### src/rtl/cci_mpf_vtp_pt_arb_pkg.sv
// Shared types and round-robin helpers for the VTP page-table walk arbiter.
// Index types are sized for the largest supported requester count (8).
package cci_mpf_vtp_pt_arb_pkg;

  localparam int VTP_PT_ARB_MAX_REQ = 8;
  localparam int VTP_PT_ARB_IDX_W   = (VTP_PT_ARB_MAX_REQ > 1) ? $clog2(VTP_PT_ARB_MAX_REQ) : 1;

  typedef logic [35:0] t_tlb_4kb_va_page_idx;
  typedef logic [29:0] t_tlb_4kb_pa_page_idx;
  typedef logic [7:0]  t_cci_mpf_shim_vtp_pt_walk_meta;
  typedef logic [3:0]  t_cci_mpf_shim_vtp_req_tag;

  typedef logic [VTP_PT_ARB_IDX_W-1:0] t_vtp_pt_arb_req_idx;

  typedef enum logic [1:0] {
    ARB,
    ISSUE,
    SETTLE
  } t_vtp_pt_arb_state;

  // First set bit at or after ptr, scanning circularly over n entries.
  function automatic t_vtp_pt_arb_req_idx rr_pick(
    input logic [VTP_PT_ARB_MAX_REQ-1:0] valid,
    input t_vtp_pt_arb_req_idx           ptr,
    input int                            n
  );
    t_vtp_pt_arb_req_idx win;
    int c;
    win = '0;
    for (int k = VTP_PT_ARB_MAX_REQ - 1; k >= 0; k--) begin
      if (k < n) begin
        c = int'(ptr) + k;
        if (c >= n) c = c - n;
        if (valid[c]) win = t_vtp_pt_arb_req_idx'(c);
      end
    end
    return win;
  endfunction

  function automatic t_vtp_pt_arb_req_idx rr_next(
    input t_vtp_pt_arb_req_idx idx,
    input int                  n
  );
    if (int'(idx) >= n - 1) return '0;
    return idx + 1'b1;
  endfunction

endpackage

### src/rtl/cci_mpf_prim_fifo_lutram.sv
// Small show-ahead FIFO with combinational head output; a full FIFO accepts
// an enqueue in the same cycle as a dequeue.
module cci_mpf_prim_fifo_lutram #(
  parameter int N_DATA_BITS = 32,
  parameter int N_ENTRIES   = 8
) (
  input  logic                             clk,
  input  logic                             reset_n,
  input  logic [N_DATA_BITS-1:0]           enq_data,
  input  logic                             enq_en,
  output logic                             not_full,
  output logic [N_DATA_BITS-1:0]           first,
  input  logic                             deq_en,
  output logic                             not_empty,
  output logic [$clog2(N_ENTRIES+1)-1:0]   count
);

  localparam int AW = (N_ENTRIES > 1) ? $clog2(N_ENTRIES) : 1;
  localparam int CW = $clog2(N_ENTRIES + 1);

  logic [N_DATA_BITS-1:0] mem [N_ENTRIES];
  logic [AW-1:0]          wr_ptr;
  logic [AW-1:0]          rd_ptr;

  function automatic logic [AW-1:0] ptr_inc(input logic [AW-1:0] p);
    if (p == AW'(N_ENTRIES - 1)) return '0;
    return p + 1'b1;
  endfunction

  always_ff @(posedge clk) begin
    if (enq_en) mem[wr_ptr] <= enq_data;
  end

  always_ff @(posedge clk or negedge reset_n) begin
    if (!reset_n) begin
      wr_ptr <= '0;
      rd_ptr <= '0;
      count  <= '0;
    end else begin
      if (enq_en) wr_ptr <= ptr_inc(wr_ptr);
      if (deq_en) rd_ptr <= ptr_inc(rd_ptr);
      case ({enq_en, deq_en})
        2'b10:   count <= count + 1'b1;
        2'b01:   count <= count - 1'b1;
        default: count <= count;
      endcase
    end
  end

  assign first     = mem[rd_ptr];
  assign not_empty = (count != '0);
  assign not_full  = (count != CW'(N_ENTRIES));

endmodule

### src/rtl/cci_mpf_svc_vtp_pt_arb_rr.sv
// Combinational requester picker: round-robin, or requester-0 strict priority
// over round-robin when CCI_MPF_VTP_PT_ARB_PRIO_EN is defined.
module cci_mpf_svc_vtp_pt_arb_rr
  import cci_mpf_vtp_pt_arb_pkg::*;
#(
  parameter int N_REQUESTERS = 2
) (
  input  logic [N_REQUESTERS-1:0] valid,
  input  t_vtp_pt_arb_req_idx     ptr,
  output logic                    any,
  output t_vtp_pt_arb_req_idx     winner,
  output t_vtp_pt_arb_req_idx     next_ptr
);

  logic [VTP_PT_ARB_MAX_REQ-1:0] v;

  always_comb begin
    v = '0;
    v[N_REQUESTERS-1:0] = valid;
    any = |valid;
`ifdef CCI_MPF_VTP_PT_ARB_PRIO_EN
    if (valid[0]) begin
      // Priority grants do not consume a round-robin turn.
      winner   = '0;
      next_ptr = ptr;
    end else begin
      v[0]     = 1'b0;
      winner   = rr_pick(v, ptr, N_REQUESTERS);
      next_ptr = rr_next(winner, N_REQUESTERS);
    end
`else
    winner   = rr_pick(v, ptr, N_REQUESTERS);
    next_ptr = rr_next(winner, N_REQUESTERS);
`endif
  end

endmodule

### src/rtl/cci_mpf_svc_vtp_pt_walk_arb.sv
// Shares one VTP page-table walk service among N_REQUESTERS TLB clients.
// Optional CCI_MPF_VTP_PT_ARB_PRIO_EN gives requester 0 strict priority.
module cci_mpf_svc_vtp_pt_walk_arb
  import cci_mpf_vtp_pt_arb_pkg::*;
#(
  parameter int N_REQUESTERS    = 2,
  parameter int MAX_OUTSTANDING = 8,
  parameter int DEBUG_MESSAGES  = 0
) (
  input  logic                                                          clk,
  input  logic                                                          reset_n,

  input  logic [N_REQUESTERS-1:0]                                       c_req_valid,
  output logic [N_REQUESTERS-1:0]                                       c_req_rdy,
  input  logic [N_REQUESTERS*$bits(t_tlb_4kb_va_page_idx)-1:0]           c_req_va,
  input  logic [N_REQUESTERS*$bits(t_cci_mpf_shim_vtp_pt_walk_meta)-1:0] c_req_meta,
  input  logic [N_REQUESTERS*$bits(t_cci_mpf_shim_vtp_req_tag)-1:0]      c_req_tag,

  output logic [N_REQUESTERS-1:0]                                       c_rsp_en,
  output t_tlb_4kb_va_page_idx                                          c_rsp_va,
  output t_tlb_4kb_pa_page_idx                                          c_rsp_pa,
  output t_cci_mpf_shim_vtp_pt_walk_meta                                c_rsp_meta,
  output t_cci_mpf_shim_vtp_req_tag                                     c_rsp_tag,
  output logic                                                          c_rsp_is_big_page,
  output logic                                                          c_rsp_not_present,

  output logic                                                          srv_reqEn,
  input  logic                                                          srv_reqRdy,
  output t_tlb_4kb_va_page_idx                                          srv_reqVA,
  output t_cci_mpf_shim_vtp_pt_walk_meta                                srv_reqMeta,
  output t_cci_mpf_shim_vtp_req_tag                                     srv_reqTag,

  input  logic                                                          srv_rspEn,
  input  t_tlb_4kb_va_page_idx                                          srv_rspVA,
  input  t_tlb_4kb_pa_page_idx                                          srv_rspPA,
  input  t_cci_mpf_shim_vtp_pt_walk_meta                                srv_rspMeta,
  input  t_cci_mpf_shim_vtp_req_tag                                     srv_rspTag,
  input  logic                                                          srv_rspIsBigPage,
  input  logic                                                          srv_rspNotPresent,

  output logic                                                          busy,
  output logic                                                          err_unexpected_rsp
);

  localparam int VA_W   = $bits(t_tlb_4kb_va_page_idx);
  localparam int META_W = $bits(t_cci_mpf_shim_vtp_pt_walk_meta);
  localparam int TAG_W  = $bits(t_cci_mpf_shim_vtp_req_tag);
  localparam int CW     = $clog2(MAX_OUTSTANDING + 1);

  // Trace messages are a simulation-only aid with no hardware counterpart.
  if (DEBUG_MESSAGES != 0) begin : g_debug
  end

  t_vtp_pt_arb_state              state;
  t_vtp_pt_arb_req_idx            rr_ptr;
  t_vtp_pt_arb_req_idx            win_idx;
  t_vtp_pt_arb_req_idx            win_next_ptr;
  logic                           win_any;
  logic                           grant;
  logic                           pop;
  logic                           fifo_not_full;
  logic                           fifo_not_empty;
  t_vtp_pt_arb_req_idx            fifo_first;
  logic [CW-1:0]                  fifo_count;
  logic                           busy_next;
  logic [N_REQUESTERS-1:0]        rsp_oh;
  t_tlb_4kb_va_page_idx           sel_va;
  t_cci_mpf_shim_vtp_pt_walk_meta sel_meta;
  t_cci_mpf_shim_vtp_req_tag      sel_tag;

  cci_mpf_svc_vtp_pt_arb_rr #(
    .N_REQUESTERS (N_REQUESTERS)
  ) picker (
    .valid    (c_req_valid),
    .ptr      (rr_ptr),
    .any      (win_any),
    .winner   (win_idx),
    .next_ptr (win_next_ptr)
  );

  cci_mpf_prim_fifo_lutram #(
    .N_DATA_BITS ($bits(t_vtp_pt_arb_req_idx)),
    .N_ENTRIES   (MAX_OUTSTANDING)
  ) route_fifo (
    .clk       (clk),
    .reset_n   (reset_n),
    .enq_data  (win_idx),
    .enq_en    (grant),
    .not_full  (fifo_not_full),
    .first     (fifo_first),
    .deq_en    (pop),
    .not_empty (fifo_not_empty),
    .count     (fifo_count)
  );

  // A pop in the same cycle frees the slot a full FIFO needs for this grant.
  assign pop   = srv_rspEn & fifo_not_empty;
  assign grant = (state == ARB) & win_any & srv_reqRdy & (fifo_not_full | pop);

  assign busy_next = grant | (fifo_count > CW'(1)) | ((fifo_count == CW'(1)) & ~pop);

  always_comb begin
    c_req_rdy = '0;
    rsp_oh    = '0;
    sel_va    = '0;
    sel_meta  = '0;
    sel_tag   = '0;
    for (int i = 0; i < N_REQUESTERS; i++) begin
      if (int'(win_idx) == i) begin
        c_req_rdy[i] = grant;
        sel_va       = c_req_va[i*VA_W +: VA_W];
        sel_meta     = c_req_meta[i*META_W +: META_W];
        sel_tag      = c_req_tag[i*TAG_W +: TAG_W];
      end
      if (pop && (int'(fifo_first) == i)) rsp_oh[i] = 1'b1;
    end
  end

  // Request path: ARB grants, ISSUE pulses the service, SETTLE waits out srv_reqRdy.
  always_ff @(posedge clk or negedge reset_n) begin
    if (!reset_n) begin
      state       <= ARB;
      rr_ptr      <= '0;
      srv_reqEn   <= 1'b0;
      srv_reqVA   <= '0;
      srv_reqMeta <= '0;
      srv_reqTag  <= '0;
    end else begin
      srv_reqEn <= 1'b0;
      case (state)
        ARB: begin
          if (grant) begin
            state       <= ISSUE;
            srv_reqEn   <= 1'b1;
            rr_ptr      <= win_next_ptr;
            srv_reqVA   <= sel_va;
            srv_reqMeta <= sel_meta;
            srv_reqTag  <= sel_tag;
          end
        end
        ISSUE:   state <= SETTLE;
        SETTLE:  state <= ARB;
        default: state <= ARB;
      endcase
    end
  end

  // Response path: one-cycle registered steering to the FIFO head requester.
  always_ff @(posedge clk or negedge reset_n) begin
    if (!reset_n) begin
      c_rsp_en           <= '0;
      c_rsp_va           <= '0;
      c_rsp_pa           <= '0;
      c_rsp_meta         <= '0;
      c_rsp_tag          <= '0;
      c_rsp_is_big_page  <= 1'b0;
      c_rsp_not_present  <= 1'b0;
      busy               <= 1'b0;
      err_unexpected_rsp <= 1'b0;
    end else begin
      c_rsp_en <= rsp_oh;
      busy     <= busy_next;
      if (pop) begin
        c_rsp_va          <= srv_rspVA;
        c_rsp_pa          <= srv_rspPA;
        c_rsp_meta        <= srv_rspMeta;
        c_rsp_tag         <= srv_rspTag;
        c_rsp_is_big_page <= srv_rspIsBigPage;
        c_rsp_not_present <= srv_rspNotPresent;
      end
      if (srv_rspEn && !fifo_not_empty) err_unexpected_rsp <= 1'b1;
    end
  end

endmodule

### config.mk
export PLATFORM = sky130hd
export DESIGN_NAME = cci_mpf_svc_vtp_pt_walk_arb
export DESIGN_NICKNAME = d
export VERILOG_FILES = /design/src/rtl/cci_mpf_vtp_pt_arb_pkg.sv /design/src/rtl/cci_mpf_prim_fifo_lutram.sv /design/src/rtl/cci_mpf_svc_vtp_pt_arb_rr.sv /design/src/rtl/cci_mpf_svc_vtp_pt_walk_arb.sv
export SDC_FILE = /design/constraint.sdc
export NUM_CORES = 1
export LEC_CHECK = 0
export CORE_MARGIN = 3
export CORE_UTILIZATION = 43
export CTS_CLUSTER_DIAMETER = 100
export DETAILED_ROUTE_END_ITERATION = 10
export PLACE_DENSITY_LB_ADDON = 0.05
export SYNTH_ARGS = -nofsm -noshare
export SYNTH_HDL_FRONTEND = slang
export SYNTH_SLANG_ARGS = --single-unit
### constraint.sdc
create_clock -name clk -period 3.3 [get_ports clk]
set_input_delay 0.495 -clock clk [delete_from_list [all_inputs] [get_ports clk]]
set_output_delay 0.495 -clock clk [all_outputs]
set_load 0.01 [all_outputs]
-- After elaboration in Yosys (flattened, before gate mapping)
Memory sizes are Yosys's and may differ from the RTL's.
Cells that the tools add are included.
- add/sub/neg operators: 8
- $lt $le $gt $ge: 6
- equal/unequal tests: 10
- multiplexer cells: 37
- bitwise operators: 9
- reduce and logical (&&, ||, !) cells: 11
- operators by type and width (cell ; number):
    2-to-1 mux 36 bit ; 2
    less-than comparator 32 x 5 -> 1 bit, second input constant ; 2
    2-to-1 mux 32 bit ; 2
    greater-or-equal comparator 32 x 3 -> 1 bit, second input constant ; 1
    subtractor 32 x 3 -> 32 bit, second input constant ; 1
    2-to-1 mux 3 bit ; 8
    2-to-1 mux 1 bit ; 16
    2-to-1 mux 8 bit ; 2
    adder 3 x 1 -> 3 bit, second input constant ; 3
    2-to-1 mux 4 bit ; 2
    case mux 4 bit (2 select lines) ; 1
    binary-select mux 1 bit (select 3 bit) ; 2
    equality test 3 x 2 -> 1 bit, second input constant ; 2
    equality test 3 bit, second input constant ; 2
    zero test 3 bit ; 2
    AND 1 bit ; 5
    adder 3 x 1 -> 4 bit, second input constant ; 1
    adder 4 x 1 -> 4 bit, second input constant ; 1
    equality test 2 x 1 -> 1 bit, second input constant ; 2
    equality test 4 x 1 -> 1 bit, second input constant ; 1
    > comparator 4 x 1 -> 1 bit, second input constant ; 1
    != test 4 bit, second input constant ; 1
    case mux 2 bit (2 select lines) ; 1
    nonzero test 4 bit ; 1
    15 further kinds ; 19
- flip-flop bits (word level): 148
- bits in writable memories: 24
- input port bits: 182
- output and inout port bits: 135
- memories: 1
- memory list (memory ; words ; width ; read ports ; clocked after memory_dff ; wr ports ; line ; text):
    route_fifo.mem ; 8 ; 3 ; 1 ; 0 ; 1 ; cci_mpf_prim_fifo_lutram.sv:21 ; logic [N_DATA_BITS-1:0] mem [N_ENTRIES];

-- Longest topological paths before layout
Gate-level depths: netlist of the first run.
- depth in word-level cells: 11
- depth in mapped cells: 14

-- By module
Synthesis of the first run repeated with hierarchy kept, for this count alone.
- cells, all modules: 532
- area total of the unflattened synthesis: 7818.7 µm²
- by module, submodules not included (module ; instances ; cells an instance ; area an instance (µm²)):
    cci_mpf_svc_vtp_pt_walk_arb ; 1 ; 409 ; 6042.0
    cci_mpf_prim_fifo_lutram ; 1 ; 92 ; 1526.5
    cci_mpf_svc_vtp_pt_arb_rr ; 1 ; 31 ; 250.2

-- Worst setup path after synthesis of the first run
Ideal clock, no wire load.
- path kind: register to output
- from: reg rr_ptr[0]
- to: out c_req_rdy[0]
- arrival time: 2.615 ns
- data required time: 2.805 ns
- setup slack: 0.190 ns
- cell stages (with the launch flop): 12
- buffers on the path: 2
- path through: dfrtp_1 -> ha_1 -> xnor2_1 -> ha_1 -> a221o_1 -> o311a_1 -> o21a_2 -> inv_1 -> ha_1 -> clkbuf_1 -> clkbuf_1 -> and2_1
- longest elaborated chain between the ends: 10
- elaborated cells between the ends (all ways): 17
- those cells by class: 3 x add/sub; 2 x order compare; 11 x mux; 1 x reduce/logical
- ends and longest elaborated chain (item ; line ; text):
    from (decl) ; cci_mpf_svc_vtp_pt_walk_arb.sv:55 ; t_vtp_pt_arb_req_idx rr_ptr;
    from (signal assigned) ; cci_mpf_svc_vtp_pt_walk_arb.sv:135 ; rr_ptr <= win_next_ptr;
    adder 3 x 1 -> 4 bit ; cci_mpf_vtp_pt_arb_pkg.sv:32 ; c = int'(ptr) + k;
    subtractor 32 x 3 -> 32 bit or greater-or-equal comparator 32 x 3 -> 1 bit (tied branches) ; cci_mpf_vtp_pt_arb_pkg.sv:33 ; if (c >= n) c = c - n;
    2-to-1 mux 32 bit ; cci_mpf_vtp_pt_arb_pkg.sv:33 ;
    binary-select mux 1 bit (select 3 bit) ; cci_mpf_vtp_pt_arb_pkg.sv:34 ; if (valid[c]) win = t_vtp_pt_arb_req_idx'(c);
    2-to-1 mux 1 bit (not written as such) (2 in series) ; cci_mpf_vtp_pt_arb_pkg.sv:34 ;
    2-to-1 mux 3 bit ; cci_mpf_vtp_pt_arb_pkg.sv:34 ;
    2-to-1 mux 3 bit (*) ; cci_mpf_vtp_pt_arb_pkg.sv:34 ;
    net picker.winner[0] ; cci_mpf_svc_vtp_pt_arb_rr.sv:11 ; output t_vtp_pt_arb_req_idx winner,
    zero test 3 bit (*) ; cci_mpf_svc_vtp_pt_walk_arb.sv:109 ; if (int'(win_idx) == i) begin
    2-to-1 mux 1 bit (*) ; cci_mpf_svc_vtp_pt_walk_arb.sv:109 ;
    to (decl) ; cci_mpf_svc_vtp_pt_walk_arb.sv:14 ; output logic [N_REQUESTERS-1:0] c_req_rdy,
The timed path passes the listed nets; every way through them passes the cells marked *. The select of a mux whose other input is x is not followed.

-- Worst setup path in the final report of the first run
- from: reg rr_ptr[1]
- to: out c_req_rdy[1]
- longest elaborated chain between the ends: 10
- elaborated cells between the ends (all ways): 17
- those cells by class: 3 x add/sub; 2 x order compare; 1 x eq/ne; 11 x mux
- ends and longest elaborated chain (item ; line):
    adder 3 x 1 -> 4 bit ; cci_mpf_vtp_pt_arb_pkg.sv:32
    subtractor 32 x 3 -> 32 bit or greater-or-equal comparator 32 x 3 -> 1 bit (tied branches) ; cci_mpf_vtp_pt_arb_pkg.sv:33
    2-to-1 mux 32 bit ; cci_mpf_vtp_pt_arb_pkg.sv:33
    binary-select mux 1 bit (select 3 bit) ; cci_mpf_vtp_pt_arb_pkg.sv:34
    2-to-1 mux 1 bit (not written as such) (2 in series) ; cci_mpf_vtp_pt_arb_pkg.sv:34
    2-to-1 mux 3 bit ; cci_mpf_vtp_pt_arb_pkg.sv:34
    2-to-1 mux 3 bit (*) ; cci_mpf_vtp_pt_arb_pkg.sv:34
    net picker.winner[0] ; cci_mpf_svc_vtp_pt_arb_rr.sv:11
    equality test 3 x 2 -> 1 bit (*) ; cci_mpf_svc_vtp_pt_walk_arb.sv:109
    2-to-1 mux 1 bit (*) ; cci_mpf_svc_vtp_pt_walk_arb.sv:109
Marks and branches as above.

==> results of run 1 <==
-- worst register-to-register path, delay by kind of cell (launching register included) --
kind	cells	cell delay, ns
compound gates	4	0.74
xor+xnor	1	0.14
fa+ha+maj	3	0.66
buf+inv	2	0.44
flops	1	0.43
simple gates	2	0.53
-- synthesized netlist by cell type (2+ instances only) --
| master | count |
|---|---|
| sky130_fd_sc_hd__nand3_1 | 3 |
| sky130_fd_sc_hd__a21oi_1 | 50 |
| sky130_fd_sc_hd__mux4_2 | 3 |
| sky130_fd_sc_hd__nor2_1 | 61 |
| sky130_fd_sc_hd__nor3b_1 | 2 |
| sky130_fd_sc_hd__a221oi_2 | 2 |
| sky130_fd_sc_hd__inv_2 | 2 |
| sky130_fd_sc_hd__nand2_1 | 100 |
| sky130_fd_sc_hd__buf_4 | 5 |
| sky130_fd_sc_hd__xnor2_1 | 3 |
| sky130_fd_sc_hd__mux2i_1 | 2 |
| sky130_fd_sc_hd__clkbuf_1 | 14 |
| sky130_fd_sc_hd__o22ai_1 | 2 |
| sky130_fd_sc_hd__a221oi_1 | 2 |
| sky130_fd_sc_hd__mux2_2 | 57 |
| sky130_fd_sc_hd__inv_1 | 8 |
| sky130_fd_sc_hd__buf_2 | 11 |
| sky130_fd_sc_hd__edfxtp_1 | 24 |
| sky130_fd_sc_hd__dfrtp_1 | 148 |
| sky130_fd_sc_hd__xor2_1 | 2 |
| sky130_fd_sc_hd__nor3_1 | 7 |
| sky130_fd_sc_hd__buf_6 | 7 |
| sky130_fd_sc_hd__ha_1 | 16 |
| sky130_fd_sc_hd__nor4b_2 | 2 |
| sky130_fd_sc_hd__conb_1 | 2 |
| sky130_fd_sc_hd__nor3_2 | 2 |
| sky130_fd_sc_hd__mux2_4 | 25 |
| sky130_fd_sc_hd__nand3b_1 | 2 |
| sky130_fd_sc_hd__nor2b_1 | 3 |
| sky130_fd_sc_hd__and2_1 | 2 |
| sky130_fd_sc_hd__o21ai_0 | 47 |
| sky130_fd_sc_hd__a21o_1 | 2 |
-- area by class of cell --
class,count,area (sq um)
fill,1235,5360
timing repair buffer,329,3284
sequential,172,4424
antenna,1,2.502
clock buffer,19,452.9
multi-input combinational,431,2948
clock inverter,12,92.59
inverter,10,37.54
tap,220,275.3
-- sequential cells by signal, indices dropped and copies added (netlist names), 3 cells and up --
register           count
c_rsp_va              36
c_rsp_pa              30
srv_reqMeta            8
c_rsp_meta             8
route_fifo.rd_ptr      3
route_fifo.mem        24
srv_reqTag             4
srv_reqVA             36
route_fifo.wr_ptr      3
route_fifo.count       4
rr_ptr                 3
c_rsp_tag              4
-- through the flow --
step | cell area (sq um) | TNS [ns]
global placement | 10930 | 0
detailed placement | 10930 | 0
floorplan | 7589 | 0
finish | 11520 | 0
global route | 11510 | -0.0005249
CTS | 11470 | 0
-- worst paths after layout --
| kind | cells after the start | endpoint | start | slack (ns) |
|---|---|---|---|---|
| max | 9 | c_req_rdy[1] | rr_ptr[1] | 0.11 |
| min | 1 | route_fifo.rd_ptr[0] | reset_n | 0.04 |
| max reg2reg | 12 | srv_reqTag[3] | rr_ptr[1] | 0.28 |
| min reg2reg | 1 | state[1] | state[1] | 0.43 |
| max in group asynchronous | 2 | route_fifo.count[3] | reset_n | 2.50 |
| min in group clk | 1 | state[1] | state[1] | 0.43 |
-- where the power goes --
| group | leakage, uW | switching, uW | internal [uW] |
|---|---|---|---|
| clock | 0.000263 | 846 | 1010 |
| sequential | 0.00202 | 498 | 2890 |
| combinational | 0.00258 | 1720 | 2140 |
| total | 0.00486 | 3070 | 6040 |
-- repair_timing --
item                                   in CTS  in global routing
setup endpoints to repair                   2                  6
gates resized for setup                     6                  4
pin swaps                                   0                  1
endpoints found under the hold margin       0                  0
buffers inserted                            0                  2
-- cell families after synthesis --
group	after synthesis	synth area share
other cells	2	0.0009980
compound gates	111	0.08281
mux	87	0.1468
flops	172	0.5880
simple gates	193	0.1137
xor+xnor	5	0.005821
fa+ha+maj	16	0.02660
buf+inv	48	0.03525
-- routing by layer --
layer  wire length [um]  share of wire  up-vias  track usage
met5                  0              0        -            0
met4                582          0.028        0      0.07800
met3               1660          0.080       38      0.08702
met2              10450           0.51      226       0.3754
met1               7983           0.39     2720       0.2437
li1                   -              -     2808            -
==> metrics, run 1 <==
run status=complete, no violations; Total GRT Usage=0.2173; via count normalized by instance count=4.851; die height=138.3 um; worst hold-check path type=input port to async pin; I/O pin count=317; area share of the largest cell type after synthesis=0.4922; count of different cell masters after synthesis=48; DRC violations left=0; Synthesis Warnings=0; buffers plus inverters on the worst setup path=1; FFs w/ async S/R, synth=0.8605; initial cell density of the core=0.4458; critical path class=flop to primary output; most area-hungry cell type in the Yosys netlist=sky130_fd_sc_hd__dfrtp_1; number of violations reported at the end of detailed-routing iteration 0=299; number of buffers inserted by port buffering=316; hold buffer count at cts=0; number of clock buffers inserted by TritonCTS=17; max frequency=313.8 MHz; max_cap viols=0; maximum count of clock buffers along a single path=2; Main synth FF type=sky130_fd_sc_hd__dfrtp_1; Avg Synthesized Cell Area=11.87 sq um; clock slew at the register clock pins of the worst setup and hold paths=0.06 ns; die boundary width=138.3 um; first-pass GRT wire length=33030 um; Worst-Margin Slew=0.7010 ns; Post-Layout Cell Count=1194; kind of end point of the critical path=primary output; area delta synth->final=53.06%; WL final=20680 um; Max Slew Vio Count=0; worst vdd ir=495.8 uV; largest net degree at the start of global routing=97; final clock period utilization by the worst path=0.9655; total die area=19120 sq um; worst clock skew=0.01086 ns; maximum fanout encountered on the critical timing path=3; final weighted congestion in routability-driven placement=0.7830; Final Total Pwr=9107 uW; Placed Cells incl. Taps=1160; number of endpoints failing setup at the final stage=0; Final Net Count=1159; synthesized instance count=634; highest-delay cell along the critical path=sky130_fd_sc_hd__dfrtp_1; WP data required=2.80 ns; deepest level of the CTS H-tree=4; worst slew margin relative to its limit=0.5284; Worst Hold Slack=0.04352 ns; overall via count from detail_route=5792; initial antenna violation count=0; routed wirelength normalized by instance count=17.32 um; clock sinks=172; Core Area=16880 sq um; Layout Utilization=0.6824; synth top area cells=sky130_fd_sc_hd__dfrtp_1 (49%), sky130_fd_sc_hd__edfxtp_1 (9.6%), sky130_fd_sc_hd__mux2_2 (8.5%); CP startpoint kind=flop; static leakage=0.004860 uW; Antenna Violating Nets Remaining=0; post-route worst setup slack=0.1137 ns; Largest stage delay, worst path=0.43 ns; critical path data arrival time=2.69 ns; TritonCTS clock tree=built; final-report hold violation count=0; FF+latch count, synth=172; family of cells with the greatest summed delay on the critical path=adder cells; number of global-route vias before repair=6137; clock root buffer master=sky130_fd_sc_hd__clkbuf_16; most frequent standard cell in the layout excluding fill and tap cells=sky130_fd_sc_hd__clkdlybuf4s50_1; commonest cells after routing, fill and taps aside=sky130_fd_sc_hd__clkdlybuf4s50_1 (313), sky130_fd_sc_hd__dfrtp_1 (148), sky130_fd_sc_hd__nand2_1 (100), sky130_fd_sc_hd__nor2_1 (61), sky130_fd_sc_hd__mux2_2 (57); grt total ovfl=0; fraction of the yosys area taken by sequential cells=0.5880; Post-Synthesis Cell Area=7525 sq um; fraction of final layout cells with drive strength greater than 1=0.1583; shortest period the worst path allows=3.186 ns; worst setup slack before clock tree synthesis=0.09439 ns; Critical Path, Cell by Cell=ha_2, xnor2_2, ha_1, a221o_1, o311a_1, o21a_2, ha_4, and2_1, dlygate4sd2_1; Skew-Pair Late Insertion Delay=0.43 ns; number of flops mapped to enable cells by yosys=24; total iterations of the first detailed-routing run=6; Final HPWL DP=15430 um; areal power density over the cells=790.7 nW/um^2; total number of placement rows=47
No activity file was read; power rests on OpenSTA's default activity.
==> run 2: changes to the inputs <==
- CAP_MARGIN: unset -> 20
==> results of run 2 <==
The final DEF is identical to that of run 1; final timing and power are the same.
==> run 3: changes to the inputs <==
- CTS_BUF_LIST: unset -> sky130_fd_sc_hd__clkbuf_4 sky130_fd_sc_hd__clkbuf_8 sky130_fd_sc_hd__clkbuf_16
- CTS_CLUSTER_SIZE: unset -> 25
- REMOVE_ABC_BUFFERS: unset -> 1
==> metrics, run 3 (same netlist as run 1, synthesis figures left out) <==
run status=complete, no violations; TritonCTS clock tree=built; initial antenna violation count=0; maximum count of clock buffers along a single path=2; largest net degree at the start of global routing=97; area delta synth->final=54.04%; Largest stage delay, worst path=0.45 ns; worst vdd ir=469.5 uV; initial cell density of the core=0.4458; critical path class=flop to primary output; switching power share of the total=0.3311; total iterations of the first detailed-routing run=4; capturing instance or port of the critical path=c_req_rdy[1]; unrepaired setup endpoints after global routing=false; Post-Layout Cell Count=1192; Antenna Violating Nets Remaining=0; most frequent standard cell in the layout excluding fill and tap cells=sky130_fd_sc_hd__clkdlybuf4s50_1; Worst R2R Start=rr_ptr[1]; CP startpoint kind=flop; number of violations reported at the end of detailed-routing iteration 0=288; fraction of final layout cells with drive strength greater than 1=0.1595; registers with the most flip-flops=c_rsp_va: 36 flops, srv_reqVA: 36 flops, c_rsp_pa: 30 flops; die boundary width=138.3 um; Max Slew Vio Count=0; hold buffer count at cts=0; max_cap viols=0; critical path data arrival time=2.68 ns; Internal Power=6251 uW; Clk pwr share=0.217; worst setup slack before clock tree synthesis=-0.01333 ns; number of clock buffers inserted by TritonCTS=17; maximum fanout encountered on the critical timing path=5; overall via count from detail_route=5839; Skew-Pair Late Insertion Delay=0.42 ns; deepest level of the CTS H-tree=4; worst clock skew=0.01128 ns; CP Launch Point=rr_ptr[1]; final-report hold violation count=0; register-to-register setup slack=0.27 ns; total number of placement rows=47; max frequency=315.1 MHz; count of cell instances traversed by the critical path=9; die height=138.3 um; WP data required=2.80 ns; post-route worst setup slack=0.1261 ns; Placed Cells incl. Taps=1157; clock slew at the register clock pins of the worst setup and hold paths=0.06 ns; number of buffers inserted by port buffering=316; cells on worst reg2reg path=12; clock root buffer master=sky130_fd_sc_hd__clkbuf_16; final clock period utilization by the worst path=0.9618; family of cells with the greatest summed delay on the critical path=adder cells; commonest cells after routing, fill and taps aside=sky130_fd_sc_hd__clkdlybuf4s50_1 (313), sky130_fd_sc_hd__dfrtp_1 (146), sky130_fd_sc_hd__nand2_1 (100), sky130_fd_sc_hd__nor2_1 (61), sky130_fd_sc_hd__mux2_2 (57); static leakage=0.004885 uW; sequential cell fraction of total power=0.364; areal power density over the cells=806.3 nW/um^2; routed wirelength normalized by instance count=17.62 um; I/O pin count=317; clock sinks=172; P_sw=3095 uW; Final Net Count=1157; fill count=1240; number of endpoints failing setup at the final stage=0; DRC violations left=0; Total GRT Usage=0.2179; first-pass GRT wire length=33160 um; Worst-Margin Slew=0.6511 ns; worst slew margin relative to its limit=0.5620; buffers plus inverters on the worst setup path=1; total die area=19120 sq um; Final HPWL DP=15710 um; kind of end point of the critical path=primary output; shortest period the worst path allows=3.174 ns; final weighted congestion in routability-driven placement=0.8244; WL final=21000 um; grt total ovfl=0; highest-delay cell along the critical path=sky130_fd_sc_hd__dfrtp_2; combinational cell fraction of total power=0.419; count of antenna diodes in the layout=0; via count normalized by instance count=4.898; worst hold-check path type=input port to async pin; Core Area=16880 sq um; worst r2r dst=srv_reqMeta[7]; number of global-route vias before repair=6249; Critical Path, Cell by Cell=ha_4, xnor2_4, ha_1, a221o_1, o311a_1, o21a_4, ha_2, and2_1, clkdlybuf4s15_1
## run 3: cell types whose count changed in the layout (fill, tap and decap cells not counted), moves of 2 or more
cell                        change
sky130_fd_sc_hd__buf_4          -3
sky130_fd_sc_hd__bufinv_16      +2
sky130_fd_sc_hd__dfrtp_2        +2
sky130_fd_sc_hd__dfrtp_1        -2
## run 3: how the worst min path moves through the flow
stage                      endpoint     start  cells past startpoint
after floorplan                busy   reset_n                      0
after global placement     state[1]  state[1]                      1
after detailed placement   state[1]  state[1]                      1
after CTS                  state[0]   reset_n                      1
after global routing      rr_ptr[1]   reset_n                      1
final                      state[0]   reset_n                      1
## run 3: through the flow
stage / setup TNS (ns) / util / power [uW] / hold WS (ns) / cell area, sq um
2_1_floorplan: -28.68 / - / 5183 / 0.1994 / 7361
3_3_place_gp: 0 / 0.6462 / 7120 / 0.4152 / 10910
3_5_place_dp: -0.01369 / 0.6462 / 7268 / 0.4306 / 10910
4_1_cts: 0 / 0.6829 / 9366 / 0.06385 / 11520
5_1_grt: 0 / 0.6868 / 9929 / 0.08777 / 11590
6_report: 0 / 0.6868 / 9346 / 0.05983 / 11590
## run 3: power by group through the flow
stage	registers (uW)	logic [uW]	clock network, uW
6_report	3400	3910	2030
5_1_grt	3510	4250	2170
4_1_cts	3390	3890	2080
3_5_place_dp	3420	3850	0
3_3_place_gp	3360	3760	0
2_1_floorplan	3640	1540	0
## run 3: layer usage
layer | up-vias | GRT usage | part of all wire
li1 | 2790 | - | -
met1 | 2832 | 0.2237 | 0.35
met2 | 191 | 0.4016 | 0.54
met3 | 26 | 0.08909 | 0.085
met4 | 0 | 0.07228 | 0.020
met5 | - | 0 | 0
## run 3: final cells by class
| cell class | count | area, sq um | area share |
|---|---|---|---|
| Inverter | 10 | 37.54 | 0.003238 |
| Tap cell | 220 | 275.3 | 0.02375 |
| Clock inverter | 12 | 133.9 | 0.01155 |
| Timing Repair Buffer | 327 | 3283 | 0.2832 |
| Clock buffer | 20 | 471.7 | 0.04070 |
| Sequential cell | 172 | 4427 | 0.3819 |
| Multi-Input combinational cell | 431 | 2963 | 0.2556 |
## run 3: worst register-to-register path, stage by stage (launching register included)
cell	delay, ns
sky130_fd_sc_hd__dfrtp_2	0.45
sky130_fd_sc_hd__ha_4	0.20
sky130_fd_sc_hd__xnor2_4	0.12
sky130_fd_sc_hd__ha_1	0.29
sky130_fd_sc_hd__a221o_1	0.36
sky130_fd_sc_hd__o311a_1	0.14
sky130_fd_sc_hd__o21a_4	0.15
sky130_fd_sc_hd__inv_1	0.06
sky130_fd_sc_hd__ha_1	0.16
sky130_fd_sc_hd__buf_4	0.40
sky130_fd_sc_hd__nor2b_1	0.39
sky130_fd_sc_hd__a221oi_1	0.14
sky130_fd_sc_hd__nor2_1	0.12
## run 3: repair_timing
item	CTS	global route
pin swaps	1	2
setup buffers	1	2
gates resized for setup	4	12
endpoints found under the setup margin	4	7
==> patch, RTL diff (settings of run 3) <==
Build with the macro `CCI_MPF_VTP_PT_ARB_PRIO_EN` defined.
--- a/src/rtl/cci_mpf_svc_vtp_pt_arb_rr.sv
+++ b/src/rtl/cci_mpf_svc_vtp_pt_arb_rr.sv
@@ -1,4 +1,6 @@
 // Combinational requester picker: round-robin, or requester-0 strict priority
 // over round-robin when CCI_MPF_VTP_PT_ARB_PRIO_EN is defined.
+`define CCI_MPF_VTP_PT_ARB_PRIO_EN
+
 module cci_mpf_svc_vtp_pt_arb_rr
   import cci_mpf_vtp_pt_arb_pkg::*;
Function: changed (a bounded check fails within 4 cycles, from zero or initial values and one cycle with reset_n low).
==> patch against run 3 <==
Area after synthesis shrank 1.3%. Total power shrank 3.5%. Wire length grew 1.5%. Sequential cell count is the same. Final area is 1.9% lower. Final cell count decreased by 2.9%. Worst setup slack worse by 26 ps. First-iteration DRC count down 7.3%. Count of clock-buffer cells in the layout up 1. Largest cell class unchanged.
==> patch: results (changes against run 3) <==
Area after DPL=10,770 sq um (was 10,910 sq um); clock skew=12.60 ps (was 11.28 ps); global-route wire length before repair=31,800 microns (was 33,160 microns); top post-synthesis cells by area=dfrtp_1 (50%), mux2_2 (12%), edfxtp_1 (9.7%) (was dfrtp_1 (49%), edfxtp_1 (9.6%), mux2_2 (8.5%)); RePlAce Congestion=0.8355 (was 0.8244); Setup Slack @ Placement=234.8 ps (was -13.33 ps); # fillers=1,247 (was 1,240); Global Route Usage Sum=0.2195 (was 0.2179); met3 Usage GRT=0.07232 (was 0.08909); leak pwr=0.004618 uW (was 0.004885 uW); share of layout cells above drive strength 1=0.1517 (was 0.1595); post-synth cell types=50 (was 48); register area share after synthesis=0.5956 (was 0.5880); met2 Use GR=0.3766 (was 0.4016); CP Max Fanout=5 (unchanged); pin count of the biggest net entering global routing=99 (was 97); most frequent cells after synthesis=dfrtp_1 (148), mux2_2 (82), nor2_1 (58) (was dfrtp_1 (148), nand2_1 (100), nor2_1 (61)); Initial DRC Count=267 (was 288); biggest regs=c_rsp_va: 36 flops, srv_reqVA: 36 flops, c_rsp_pa: 30 flops (unchanged); vias in the first global route=5,985 (was 6,249); vias=5,946 (was 5,839); met1 Use GR=0.2547 (was 0.2237); synth warn=0 (unchanged); Pre-antenna DRT Iters=5 (was 4); WP data arrival=2710 ps (was 2680 ps); Max VDD drop=0.4749 mV (was 0.4695 mV); Detail Placement HPWL=15,600 microns (was 15,710 microns); status=complete, no violations (unchanged); Wirelength per Cell=18.42 microns (was 17.62 microns)
patch: changes by cell type in the layout (fill, tap and decap cells not counted), moves of 15 or more:
cell / delta
o21ai_1: +19
mux2_4: -25
o21ai_0: -15
nand2_1: -87
a31oi_1: +48
nand3_1: +46
a21oi_1: -44
mux2_2: +25
patch: kinds of logic (layout without fill, tap and decap cells):
family,count (synthesis),after routing,synth area share
mux,88,88,0.1374
other cells,2,19,0.001011
simple gates,149,149,0.09551
xor+xnor,5,5,0.005896
compound gates,119,119,0.09517
buf+inv,53,370,0.04413
flops,172,172,0.5956
fa+ha+maj,15,15,0.02527
patch: worst paths after layout:
kind                            from            end  slack (ps)  cells after the start
hold reg to reg             state[1]       state[1]         430                      1
min in group clk            state[1]       state[1]         430                      1
hold / removal               reset_n   c_rsp_pa[27]          90                      1
setup / recovery           rr_ptr[1]   c_req_rdy[0]         100                      9
setup reg to reg           rr_ptr[1]  srv_reqVA[24]         570                      9
max in group asynchronous    reset_n   c_rsp_va[34]        2320                      2
patch: repair_timing:
| action | in CTS | in global routing |
|---|---|---|
| endpoints found under the hold margin | 0 | 0 |
| endpoints found under the setup margin | 2 | 2 |
| resized for setup | 5 | 0 |
| setup buffers | 2 | 0 |
| pin swaps | 1 | 1 |
patch: through the flow:
step                utilization  instances  setup TNS (ps)
finish                   0.6785       1157               0
global route             0.6784       1156               0
CTS                      0.6784       1156               0
detailed placement       0.6423       1122               0
global placement         0.6423       1122               0
floorplan                     -        576         -141900
patch: power breakdown:
| group | leakage (uW) | switching, uW | internal (uW) |
|---|---|---|---|
| clock network | 0.000285 | 832 | 1080 |
| logic | 0.00241 | 1700 | 2080 |
| registers | 0.00192 | 461 | 2870 |
| total | 0.00462 | 2990 | 6030 |
patch: final cells by class:
| class | count | area share |
|---|---|---|
| sequential | 172 | 0.3890 |
| inverter | 10 | 0.003301 |
| clock inverter | 11 | 0.007151 |
| antenna | 1 | 0.0002200 |
| timing repair buffer | 328 | 0.2881 |
| clock buffer | 21 | 0.04324 |
| tap | 220 | 0.02420 |
| multi-input combinational | 394 | 0.2447 |
patch: layer usage:
layer / routed length (microns) / share of wire / up-vias
met5: 0 / 0 / -
met4: 535 / 0.025 / 0
met3: 1939 / 0.091 / 34
met2: 10840 / 0.51 / 260
met1: 8002 / 0.38 / 2855
li1: - / - / 2797
patch: worst max-delay path, stage by stage, from the launching register on:
cell and delay, ps:
dfrtp_1 440, ha_1 250, xor2_2 230, inv_1 80, ha_1 300, o211ai_1 130
or3b_1 410, nand2_1 110, nor2_1 60, dlygate4sd2_1 290
